===== src/rtl/sensor_sampler_if.sv =====
// Bus bundle between the sensor front end / requester and sensor_sampler.
// The master drives the request and raw sensor readings; the slave (the
// sampler) returns the filtered height and its status.
interface sensor_sampler_if;
  logic       sample_req;
  logic [7:0] sensor1;
  logic [7:0] sensor2;
  logic [7:0] sensor3;
  logic [7:0] sensor4;
  logic [7:0] height;
  logic       height_valid;
  logic       fault;
  logic       busy;

  modport master (
    output sample_req,
    output sensor1,
    output sensor2,
    output sensor3,
    output sensor4,
    input  height,
    input  height_valid,
    input  fault,
    input  busy
  );

  modport slave (
    input  sample_req,
    input  sensor1,
    input  sensor2,
    input  sensor3,
    input  sensor4,
    output height,
    output height_valid,
    output fault,
    output busy
  );
endinterface


===== src/rtl/sensor_sampler.sv =====
// sensor_sampler: on request, averages SAMPLES frames of four distance sensors
// into one registered 8-bit height with a single-cycle completion strobe.
//
// state | meaning
// ------+------------------------------------------------------------
// IDLE  | waiting for sample_req; acc/frame_cnt/bad cleared on accept
// ACQ   | one frame consumed per edge; last frame produces the result
module sensor_sampler #(
  parameter int SAMPLES = 4
) (
  input  logic                    clk_i,
  input  logic                    rst_i,
  sensor_sampler_if.slave         bus
);

  localparam int SHIFT = $clog2(SAMPLES);
  localparam int ACC_W = 8 + SHIFT;
  localparam int CNT_W = SHIFT;

  typedef enum logic {
    IDLE = 1'b0,
    ACQ  = 1'b1
  } state_t;

  state_t             state_q, state_d;
  logic [ACC_W-1:0]   acc_q, acc_d;
  logic [CNT_W-1:0]   cnt_q, cnt_d;
  logic               bad_q, bad_d;
  logic [7:0]         height_q, height_d;
  logic               fault_q, fault_d;
  logic               valid_q, valid_d;
  logic               busy_q, busy_d;

  logic               pair_a_ok;
  logic               pair_b_ok;
  logic [9:0]         sum_all;
  logic [8:0]         sum_a;
  logic [8:0]         sum_b;
  logic [7:0]         frame_val;
  logic               frame_bad;
  logic [ACC_W-1:0]   acc_sum;
  logic               last_frame;

  // Pair validity: a zero reading means no echo or a faulty sensor.
  assign pair_a_ok = (bus.sensor1 != 8'd0) && (bus.sensor3 != 8'd0);
  assign pair_b_ok = (bus.sensor2 != 8'd0) && (bus.sensor4 != 8'd0);

  // Sums widened so that neither the 4-way nor the pair sum can wrap.
  assign sum_all = {2'b00, bus.sensor1} + {2'b00, bus.sensor2}
                 + {2'b00, bus.sensor3} + {2'b00, bus.sensor4};
  assign sum_a   = {1'b0, bus.sensor1} + {1'b0, bus.sensor3};
  assign sum_b   = {1'b0, bus.sensor2} + {1'b0, bus.sensor4};

  // Per-frame value from the currently presented sensors; shifts truncate.
  always_comb begin
    frame_val = 8'd0;
    frame_bad = 1'b0;
    if (pair_a_ok && pair_b_ok) begin
      frame_val = 8'(sum_all >> 2);
    end else if (pair_a_ok) begin
      frame_val = 8'(sum_a >> 1);
    end else if (pair_b_ok) begin
      frame_val = 8'(sum_b >> 1);
    end else begin
      frame_bad = 1'b1;
    end
  end

  // Accumulator is sized for SAMPLES full-scale frames, so it cannot wrap.
  assign acc_sum    = acc_q + ACC_W'(frame_val);
  assign last_frame = (cnt_q == CNT_W'(SAMPLES - 1));

  // Next-state and datapath updates; the final frame is folded into the result.
  always_comb begin
    state_d  = state_q;
    acc_d    = acc_q;
    cnt_d    = cnt_q;
    bad_d    = bad_q;
    height_d = height_q;
    fault_d  = fault_q;
    valid_d  = 1'b0;
    unique case (state_q)
      IDLE: begin
        if (bus.sample_req) begin
          state_d = ACQ;
          acc_d   = '0;
          cnt_d   = '0;
          bad_d   = 1'b0;
        end
      end
      ACQ: begin
        acc_d = acc_sum;
        cnt_d = cnt_q + CNT_W'(1);
        bad_d = bad_q | frame_bad;
        if (last_frame) begin
          state_d = IDLE;
          valid_d = 1'b1;
          if (bad_q || frame_bad) begin
            fault_d = 1'b1;
          end else begin
            height_d = 8'(acc_sum >> SHIFT);
            fault_d  = 1'b0;
          end
        end
      end
      default: state_d = IDLE;
    endcase
    busy_d = (state_d == ACQ);
  end

  // State and output registers; reset discards any measurement in flight.
  always_ff @(posedge clk_i) begin
    if (rst_i) begin
      state_q  <= IDLE;
      acc_q    <= '0;
      cnt_q    <= '0;
      bad_q    <= 1'b0;
      height_q <= 8'd0;
      fault_q  <= 1'b0;
      valid_q  <= 1'b0;
      busy_q   <= 1'b0;
    end else begin
      state_q  <= state_d;
      acc_q    <= acc_d;
      cnt_q    <= cnt_d;
      bad_q    <= bad_d;
      height_q <= height_d;
      fault_q  <= fault_d;
      valid_q  <= valid_d;
      busy_q   <= busy_d;
    end
  end

  assign bus.height       = height_q;
  assign bus.height_valid = valid_q;
  assign bus.fault        = fault_q;
  assign bus.busy         = busy_q;

endmodule

===== src/flat_wrapper.sv =====
// flat-port wrapper written by rule: the top's interface ports become plain ports
module sensor_sampler_flat 
#(
  parameter int SAMPLES = 4
)
  (clk_i, rst_i, bus_sample_req, bus_sensor1, bus_sensor2, bus_sensor3, bus_sensor4, bus_height, bus_height_valid, bus_fault, bus_busy);
  sensor_sampler_if bus_i ();
  input  logic clk_i;
  input  logic rst_i;
  input wire logic [$bits(bus_i.sample_req)-1:0] bus_sample_req;
  input wire logic [$bits(bus_i.sensor1)-1:0] bus_sensor1;
  input wire logic [$bits(bus_i.sensor2)-1:0] bus_sensor2;
  input wire logic [$bits(bus_i.sensor3)-1:0] bus_sensor3;
  input wire logic [$bits(bus_i.sensor4)-1:0] bus_sensor4;
  output wire logic [$bits(bus_i.height)-1:0] bus_height;
  output wire logic [$bits(bus_i.height_valid)-1:0] bus_height_valid;
  output wire logic [$bits(bus_i.fault)-1:0] bus_fault;
  output wire logic [$bits(bus_i.busy)-1:0] bus_busy;
  assign bus_i.sample_req = bus_sample_req;
  assign bus_i.sensor1 = bus_sensor1;
  assign bus_i.sensor2 = bus_sensor2;
  assign bus_i.sensor3 = bus_sensor3;
  assign bus_i.sensor4 = bus_sensor4;
  assign bus_height = bus_i.height;
  assign bus_height_valid = bus_i.height_valid;
  assign bus_fault = bus_i.fault;
  assign bus_busy = bus_i.busy;
  sensor_sampler #(.SAMPLES(SAMPLES)) u_core (.clk_i(clk_i), .rst_i(rst_i), .bus(bus_i));
endmodule

===== config.mk =====
export PLATFORM = sky130hd
export DESIGN_NAME = sensor_sampler_flat
export DESIGN_NICKNAME = d
export VERILOG_FILES = /design/src/rtl/sensor_sampler_if.sv /design/src/rtl/sensor_sampler.sv /design/src/flat_wrapper.sv
export SDC_FILE = /design/constraint.sdc
export NUM_CORES = 1
export LEC_CHECK = 0
export ABC_AREA = 1
export BUFFER_PORTS_ARGS = -buffer_cell sky130_fd_sc_hd__buf_2
export CAP_MARGIN = 20
export CORE_MARGIN = 4
export CORE_UTILIZATION = 36
export DETAILED_ROUTE_END_ITERATION = 8
export HOLD_SLACK_MARGIN = 0.03
export PLACE_DENSITY = 0.51
export SLEW_MARGIN = 30
export SYNTH_ARGS = -nofsm -noshare
export SYNTH_HDL_FRONTEND = slang
export SYNTH_SLANG_ARGS = --single-unit

===== constraint.sdc =====
create_clock -name clk_i -period 4.8 [get_ports clk_i]
set_input_delay 0.48 -clock clk_i [delete_from_list [all_inputs] [get_ports clk_i]]
set_output_delay 0.48 -clock clk_i [all_outputs]
set_load 0.005 [all_outputs]

==> impl_metrics.yaml, run 1 <==
timing:
  grt_setup_unrepaired: "false"
  slew_headroom_pct: 55.4
  hold_ws_ns: 0.463
  finalMaxSlewViolations: 0
  fin_skew_ns: 0.00755
  clock.fmax_mhz: 231
  tns_ns: 0
  worst_slack_ns: 0.464
  setup_viol: 0
  hold_viol: 0
  min_period_over_period_pct: 90.3
  period_minus_slack_ns: 4.34
  worst_pin_slew_ns: 0.668
synth:
  synth-adder-area-share_pct: 22.2
  synth.distinct_cells: 30
  synth_area_per_cell_sq_um: 6.12
  syn-num-nets: 621
  synth_edf_count: 0
  synth_compound_gate_area_share_pct: 10.7
  synth_top_family_by_area: "simple AND/OR/NAND/NOR gates"
  synthMuxAreaShare_pct: 0
  synth_xor_area_share_pct: 3.74
  synth_flop_cell: "dfxtp_1"
  synth_seq_area_share_pct: 14.7
  synthCells: 535
  yosysWarnings: 0
  ys_ff_latch: 24
  synthArstFlopShare_pct: 0
  synthSimpleGateAreaFrac_pct: 37.0
  netlist_area_sq_mm: 0.00327
clock_tree:
  clock-sinks: 24
  post_cts_buffers: 0
  numCtsBuffers: 3
  cts_tree: "built"
  htreeDepth: 1
  clk_latency_ns: 0.27
  cts_hold_buf: 0
  root_buffer: "clkbuf_8"
  clock_path_buffers: 2
  path_clk_slew_ns: 0.09
setup_path:
  path_delay_family: "adder cells"
  crit_type: "in2reg"
  crit_slowest_cell: "fa_1"
  cp-start-kind: "input port"
  max_stage_delay_ns: 0.50
  cpMostUsedCell: "nand2_1"
  end_kind: "flip-flop"
  critPathArrivalTime_ns: 4.51
  cp.required_ns: 4.97
  critPathBufInv: 4
  critPathMaxFanout: 5
pwr:
  clockPowerShare_pct: 11.5
  p_int_w: 0.000607
  seq_power_share_pct: 19.6
  leakagePower_nw: 2.08
  vdd_drop_max_uv: 112
  netSwitchingFraction_pct: 49.9
  p_per_area_mw_per_mm2: 329
  p_sw_w: 0.000604
  pwr-share-comb_pct: 68.9
detailed_routing:
  drt_iter0_drc: 137
  wire_per_inst_um: 13.1
  avgViaCountPerCell: 4.82
  drtAntennaViolNets: 0
  drc: 0
  drt_pass1_iterations: 4
  vias: 3317
  wl_um: 9000
final_layout:
  multi_input_area_sq_mm: 0.00242
  final_layout_size_suffix_gt1_share_pct: 11.0
  fillers: 971
  layout_commonest_cell: "nand2_1"
  seq_area_sq_um: 480
  n_antenna_cell: 0
  area_growth_pct: 12.3
  mostFrequentLayoutCells: "154 x nand2_1, 94 x inv_1, 58 x nor2_1"
  finalNetCount: 667
placed_design:
  dp_hpwl_um: 7750
  preCtsSetupSlack_ns: 0.0464
  port-buffer-count: 45
  gp_congestion: 0.907
floorplan:
  dieArea_sq_mm: 0.0107
  dieHeight_um: 103
  die_x_um: 103
  rows: 34
  start_util_pct: 37.2
  io_pins: 46
  core_sq_mm: 0.00881
global_route:
  grt_overflow: 0
  grt_first_pass_wirelength_um: 15400
  grt_pass1_vias: 3217
  grt_antenna_before_repair: 0
  grt_max_degree: 17
  track_usage_pct: 18.1
flow_run:
  maxCapViolCount: 0
run_status:
  status: "finished clean"
worst_hold_path:
  hold_path_class: "reg2reg"
==> cell type report <==
type / instances / share of cell area [%]
clock buffer: 4 / 1.50
timing repair buffer: 45 / 6.13
sequential: 24 / 13.1
tap: 108 / 3.68
inverter: 95 / 9.70
multi-input combinational: 412 / 65.9
==> cells in the mapped netlist (all sizes together) (3+ instances only) <==
library cell | count | share of area, %
a21oi | 44 | 6.8
nor2 | 61 | 7.1
or2 | 3 | 0.57
o21ai | 12 | 1.8
dfxtp | 24 | 15
inv | 94 | 11
fa | 12 | 7.3
nand4 | 14 | 2.7
xnor2 | 7 | 1.9
nand2 | 159 | 19
nand3b | 4 | 0.92
nand3 | 39 | 6.3
xor2 | 7 | 1.9
ha | 39 | 15
==> power by group through the flow <==
stage / Combinational, W / Sequential, W / Clock, W
after detailed placement: 0.000826 / 0.000243 / 0
final: 0.000834 / 0.000238 / 0.000139
after global placement: 0.000830 / 0.000242 / 0
after floorplan: 0.000637 / 0.000236 / 0
after global routing: 0.000977 / 0.000240 / 0.000154
after CTS: 0.000834 / 0.000238 / 0.000148
==> registers in the layout (all words and copies together) (netlist names) <==
signal                   cells
u_core.cnt_q                 2
u_core.bad_q                 1
u_core.state_q               1
u_core.bus.height            8
u_core.acc_q                10
u_core.bus.height_valid      1
u_core.bus.fault             1
==> final timing paths <==
kind / start / end / slack [ns] / cells after the start
max: bus_sensor1[0] / u_core.bus.height[6]$_SDFFE_PP0P_ / 0.46 / 30
min: u_core.cnt_q[0]$_SDFFE_PP0P_ / u_core.cnt_q[0]$_SDFFE_PP0P_ / 0.46 / 1
max reg2reg: u_core.acc_q[0]$_SDFFE_PP0P_ / u_core.bus.height[4]$_SDFFE_PP0P_ / 2.84 / 10
min reg2reg: u_core.cnt_q[0]$_SDFFE_PP0P_ / u_core.cnt_q[0]$_SDFFE_PP0P_ / 0.46 / 1
==> kinds of logic after synthesis <==
group                    Yosys count
AND/OR/NAND/NOR                  282
buffers and inverters             99
AO/OA/AOI/OAI                     65
adder cells (fa/ha/maj)           51
flip-flops                        24
XOR/XNOR                          14
==> per-stage QoR <==
stage | utilization (%) | instances | total power [W] | cell area (sq um)
after global routing | 41.7 | 688 | 0.00137 | 3680
after detailed placement | 41.0 | 684 | 0.00107 | 3610
after CTS | 41.7 | 688 | 0.00122 | 3670
final | 41.7 | 688 | 0.00121 | 3680
after global placement | 41.0 | 684 | 0.00107 | 3610
after floorplan | - | 535 | 0.000874 | 3270
==> metal layers <==
layer	share of wire, %	GRT usage, %	vias up
li1	-	-	1790
met1	52	26.3	1484
met2	45	29.7	39
met3	2.7	2.21	4
met4	0.38	1.49	0
met5	0	0	-
==> timing repair <==
item,CTS,global route
endpoints found under the hold margin,0,0
resized for setup,0,3
setup endpoints to repair,0,4
Note: power is estimated with default switching activity, not from simulation.
==> run 2: changes to the inputs <==
--- a/config.mk
+++ b/config.mk
@@ -12,7 +12,6 @@
 export CORE_UTILIZATION = 36
 export DETAILED_ROUTE_END_ITERATION = 8
 export HOLD_SLACK_MARGIN = 0.03
-export PLACE_DENSITY = 0.51
 export SLEW_MARGIN = 30
 export SYNTH_ARGS = -nofsm -noshare
 export SYNTH_HDL_FRONTEND = slang
==> run 2 against run 1 <==
Against the previous run:
- sequential power barely moved
- non-clock buffer count did not move
- sequential share of layout area barely moved
- clock skew fell by 0.0039 ns
- routed wire length fell by 5.3%
==> impl_metrics.yaml, run 2 (synthesis gave the netlist of run 1 again) <==
final_layout:
  finalNetCount: 667
  mostFrequentLayoutCells: "154 x nand2_1, 94 x inv_1, 59 x nor2_1"
  layout_commonest_cell: "nand2_1"
  regMostFlops: "u_core.acc_q"
  largest_register_ffs: 10
  area_growth_pct: 12.7
  final_util_pct: 41.9
  final_layout_size_suffix_gt1_share_pct: 10.9
  design_area_sq_mm: 0.00369
  n_antenna_cell: 0
run_status:
  status: "finished clean"
setup_path:
  end_kind: "flip-flop"
  crit_type: "in2reg"
  crit_slowest_cell: "fa_1"
  cpMostUsedCell: "nand2_1"
  startpoint: "bus_sensor1[0]"
  max_stage_delay_ns: 0.50
  critPathMaxFanout: 5
  critPathArrivalTime_ns: 4.51
  r2r-start: "u_core.acc_q[0]$_SDFFE_PP0P_"
  cp.required_ns: 5.01
  cp-start-kind: "input port"
floorplan:
  start_util_pct: 37.2
  core_sq_mm: 0.00881
  io_pins: 46
  dieArea_sq_mm: 0.0107
  rows: 34
  dieHeight_um: 103
  die_x_um: 103
worst_hold_path:
  hold_start: "u_core.bus.height[0]$_SDFFE_PP0P_"
  hold_path_class: "reg2reg"
timing:
  finalMaxSlewViolations: 0
  clock.fmax_mhz: 233
  period_minus_slack_ns: 4.30
  fin_skew_ns: 0.00366
  grt_setup_unrepaired: "false"
  worst_pin_slew_ns: 0.889
  hold_viol: 0
  min_period_over_period_pct: 89.6
  setup_viol: 0
  slew_headroom_pct: 40.5
  tns_ns: 0
  worst_slack_ns: 0.501
detailed_routing:
  wl_um: 8520
  wire_per_inst_um: 12.4
  vias: 3367
  avgViaCountPerCell: 4.89
  drc: 0
  drt_iter0_drc: 209
  drt_pass1_iterations: 5
  drtAntennaViolNets: 0
pwr:
  p_per_area_mw_per_mm2: 339
  leakagePower_nw: 2.09
  vdd_drop_max_uv: 160
  total_power_w: 0.00125
clock_tree:
  clk_latency_ns: 0.27
  clock-sinks: 24
  htreeDepth: 1
  post_cts_buffers: 0
  path_clk_slew_ns: 0.09
  cts_hold_buf: 0
  numCtsBuffers: 3
  root_buffer: "clkbuf_8"
  clock_path_buffers: 2
  cts_tree: "built"
placed_design:
  port-buffer-count: 45
  dpl_cell_area_sq_mm: 0.00361
  gp_congestion: 0.849
  dp_hpwl_um: 7280
  preCtsSetupSlack_ns: 0.0990
global_route:
  track_usage_pct: 16.8
  grt_first_pass_wirelength_um: 14600
  grt_antenna_before_repair: 0
  met3_usage_pct: 2.41
  grt_util_met2_pct: 27.7
  grt_max_degree: 17
  grt-busiest-layer: "met2"
  grt_overflow: 0
  grt_util_met1_pct: 23.8
  grt_pass1_vias: 3136
flow_run:
  maxCapViolCount: 0
-- run 2: cell types whose count changed in the layout (fill, tap and decap cells not counted), sizes merged --
cell	change
bufinv	+1
clkbuf	-1
-- run 2: final timing paths --
check / end / slack [ns] / depth (start not counted)
min: u_core.bus.height[0]$_SDFFE_PP0P_ / 0.47 / 2
max: u_core.acc_q[9]$_SDFFE_PP0P_ / 0.50 / 27
min reg2reg: u_core.bus.height[0]$_SDFFE_PP0P_ / 0.47 / 2
max reg2reg: u_core.bus.height[4]$_SDFFE_PP0P_ / 2.88 / 10
-- run 2: area by class of cell --
| type | instances | area [sq um] |
|---|---|---|
| clock buffers | 3 | 41.3 |
| clock inverters | 1 | 30.0 |
| fillers | 936 | 5120 |
| inverters | 95 | 357 |
| multi-input cells | 412 | 2420 |
| flip-flops and latches | 24 | 480 |
| well taps | 108 | 135 |
| repair buffers | 45 | 225 |
-- run 2: power breakdown --
part           internal, W  switching, W
clock             0.000112     0.0000679
sequential        0.000221     0.0000171
combinational     0.000313      0.000521
-- run 2: metal layers --
metal	vias up	routed length, um
met2	73	3890
met1	1492	4120
met5	-	0
met3	10	418
met4	0	92
li1	1792	-
-- run 2: worst max-delay path: cells and delay by family --
kind	cells	cell delay [ns]
adder cells (fa/ha/maj)	5	1.72
AO/OA/AOI/OAI	5	0.89
buffers and inverters	4	0.26
XOR/XNOR	1	0.16
AND/OR/NAND/NOR	12	1.01
-- run 2: repair_timing --
item,in CTS,in global routing
resized for setup,0,3
endpoints found under the hold margin,0,0
endpoints found under the setup margin,0,6
-- run 2: stage by stage --
stage,hold slack [ns],cells
after floorplan,0.434,535
after global placement,0.449,684
after detailed placement,0.455,684
after CTS,0.475,688
after global routing,0.485,688
final,0.472,688
==> run 3: changes to the inputs <==
==> constraint.sdc (replaced) <==
create_clock -name clk_i -period 3.6 [get_ports clk_i]
set_input_delay 0.36 -clock clk_i [delete_from_list [all_inputs] [get_ports clk_i]]
set_output_delay 0.36 -clock clk_i [all_outputs]
set_load 0.005 [all_outputs]
==> run 3 against run 2 <==
Against the previous run:
- critical endpoint is now u_core.acc_q[6]$_SDFFE_PP0P_
- global-route usage increased by 1.8 points
- final cell count increased by 9.7%
- routed wire length increased by 18%
- critical path type unchanged
- the run now ends with setup timing left
==> impl_metrics.yaml, run 3 (synthesis gave the netlist of run 1 again) <==
setup_path:
  critPathMaxFanout: 3
  critPathArrivalTime_ns: 3.96
  crit_chain: "buf_8, ha_4, inv_2, fa_2, buf_4, xor2_2, fa_1, buf_4, fa_2, a22oi_1, ha_1, inv_1, fa_2, nand3b_1, nand2_2, nand3_4, nand3b_1, nand3_1, a21oi_1"
  crit_type: "in2reg"
  cp.required_ns: 3.80
  max_stage_delay_ns: 0.51
  crit_slowest_cell: "fa_1"
  end_kind: "flip-flop"
  cpMostUsedCell: "fa_2"
  cp-start-kind: "input port"
timing:
  clock.fmax_mhz: 266
  setup_viol: 8
  period_minus_slack_ns: 3.76
  slew_headroom_pct: 35.7
  worst_pin_slew_ns: 0.961
  hold_ws_ns: 0.454
  worst_slack_ns: -0.162
  grt_setup_unrepaired: "true"
  hold_viol: 0
  finalMaxSlewViolations: 0
  min_period_over_period_pct: 105
  fin_skew_ns: 0.000846
clock_tree:
  clk_latency_ns: 0.27
  htreeDepth: 1
  root_buffer: "clkbuf_8"
  path_clk_slew_ns: 0.08
  numCtsBuffers: 3
  clock-sinks: 24
  clock_path_buffers: 2
  cts_hold_buf: 0
  cts_tree: "built"
floorplan:
  dieHeight_um: 103
  dieArea_sq_mm: 0.0107
  die_x_um: 103
  rows: 34
  start_util_pct: 37.2
  io_pins: 46
  core_sq_mm: 0.00881
placed_design:
  dp_cells: 734
  dp_hpwl_um: 7960
  gp_congestion: 0.858
  preCtsSetupSlack_ns: -0.606
  port-buffer-count: 45
pwr:
  clockPowerShare_pct: 7.2
  p_sw_w: 0.00115
  p_per_area_mw_per_mm2: 536
  seq_power_share_pct: 12.9
  leakagePower_nw: 2.47
  vdd_drop_max_uv: 248
  total_power_w: 0.00253
  p_int_w: 0.00138
  pwr-share-comb_pct: 79.9
  netSwitchingFraction_pct: 45.4
final_layout:
  final_util_pct: 53.6
  layout_commonest_cell: "nand2_1"
  n_antenna_cell: 0
  finalNetCount: 734
  instances_no_fill: 755
  final_layout_size_suffix_gt1_share_pct: 34.2
  area_growth_pct: 44.1
  mostFrequentLayoutCells: "133 x nand2_1, 82 x inv_1, 65 x buf_4"
  regMostFlops: "u_core.acc_q"
  largest_register_ffs: 10
global_route:
  grt_pass1_vias: 3595
  grt_overflow: 0
  grt_antenna_before_repair: 0
  grt_first_pass_wirelength_um: 16100
  grt_max_degree: 17
  track_usage_pct: 18.6
detailed_routing:
  vias: 3731
  drc: 0
  drtAntennaViolNets: 0
  wire_per_inst_um: 13.3
  drt_iter0_drc: 140
  drt_pass1_iterations: 4
  avgViaCountPerCell: 4.94
  wl_um: 10000
flow_run:
  maxCapViolCount: 0
run_status:
  status: "finished, violations left"
  violations: "setup timing"
worst_hold_path:
  hold_path_class: "in2reg"
[run 3: final cells by class]
class	count	area, sq um
Clock buffer	4	55.1
Timing Repair Buffer	112	771
Tap cell	108	135
Fill cell	876	4090
Multi-Input combinational cell	412	2920
Sequential cell	24	480
Inverter	95	357
[run 3: worst paths after layout]
path,from,end,slack (ns),cells past startpoint
setup / recovery,bus_sensor2[0],u_core.acc_q[6]$_SDFFE_PP0P_,-0.16,19
hold / removal,rst_i,u_core.bus.height_valid$_SDFF_PP0_,0.45,2
setup reg to reg,u_core.acc_q[0]$_SDFFE_PP0P_,u_core.acc_q[6]$_SDFFE_PP0P_,1.79,9
hold reg to reg,u_core.cnt_q[0]$_SDFFE_PP0P_,u_core.cnt_q[0]$_SDFFE_PP0P_,0.46,1
[run 3: repair_timing]
item,CTS,global route
pin swaps,44,49
setup endpoints to repair,14,16
buffers inserted,11,6
resized for setup,59,51
[run 3: stage by stage]
step / setup TNS [ns] / instance area [sq um]
3_5_place_dp: -7.11 / 4030
6_report: -1.05 / 4720
3_3_place_gp: -6.73 / 4030
5_1_grt: -3.37 / 4720
2_1_floorplan: -0.328 / 3320
4_1_cts: -1.02 / 4430
[run 3: metal layers]
| metal | GRT usage (%) | up-vias | part of all wire, % |
|---|---|---|---|
| met1 | 24.9 | 1740 | 46 |
| li1 | - | 1927 | - |
| met2 | 33.5 | 55 | 51 |
| met3 | 1.81 | 9 | 2.5 |
| met4 | 1.79 | 0 | 0.71 |
| met5 | 0 | - | 0 |
[run 3: power groups by stage]
stage / clock [W] / combinational [W] / sequential (W)
after floorplan: 0 / 0.000878 / 0.000315
after global placement: 0 / 0.00134 / 0.000325
after detailed placement: 0 / 0.00136 / 0.000324
after CTS: 0.000187 / 0.00161 / 0.000318
after global routing: 0.000199 / 0.00222 / 0.000330
final: 0.000183 / 0.00202 / 0.000327
[run 3: worst max-delay path: cells and delay by family]
kind	cells	cell delay, ns
XOR/XNOR	1	0.17
buffers and inverters	5	0.44
AND/OR/NAND/NOR	5	0.66
adder cells (fa/ha/maj)	6	1.95
AO/OA/AOI/OAI	2	0.38
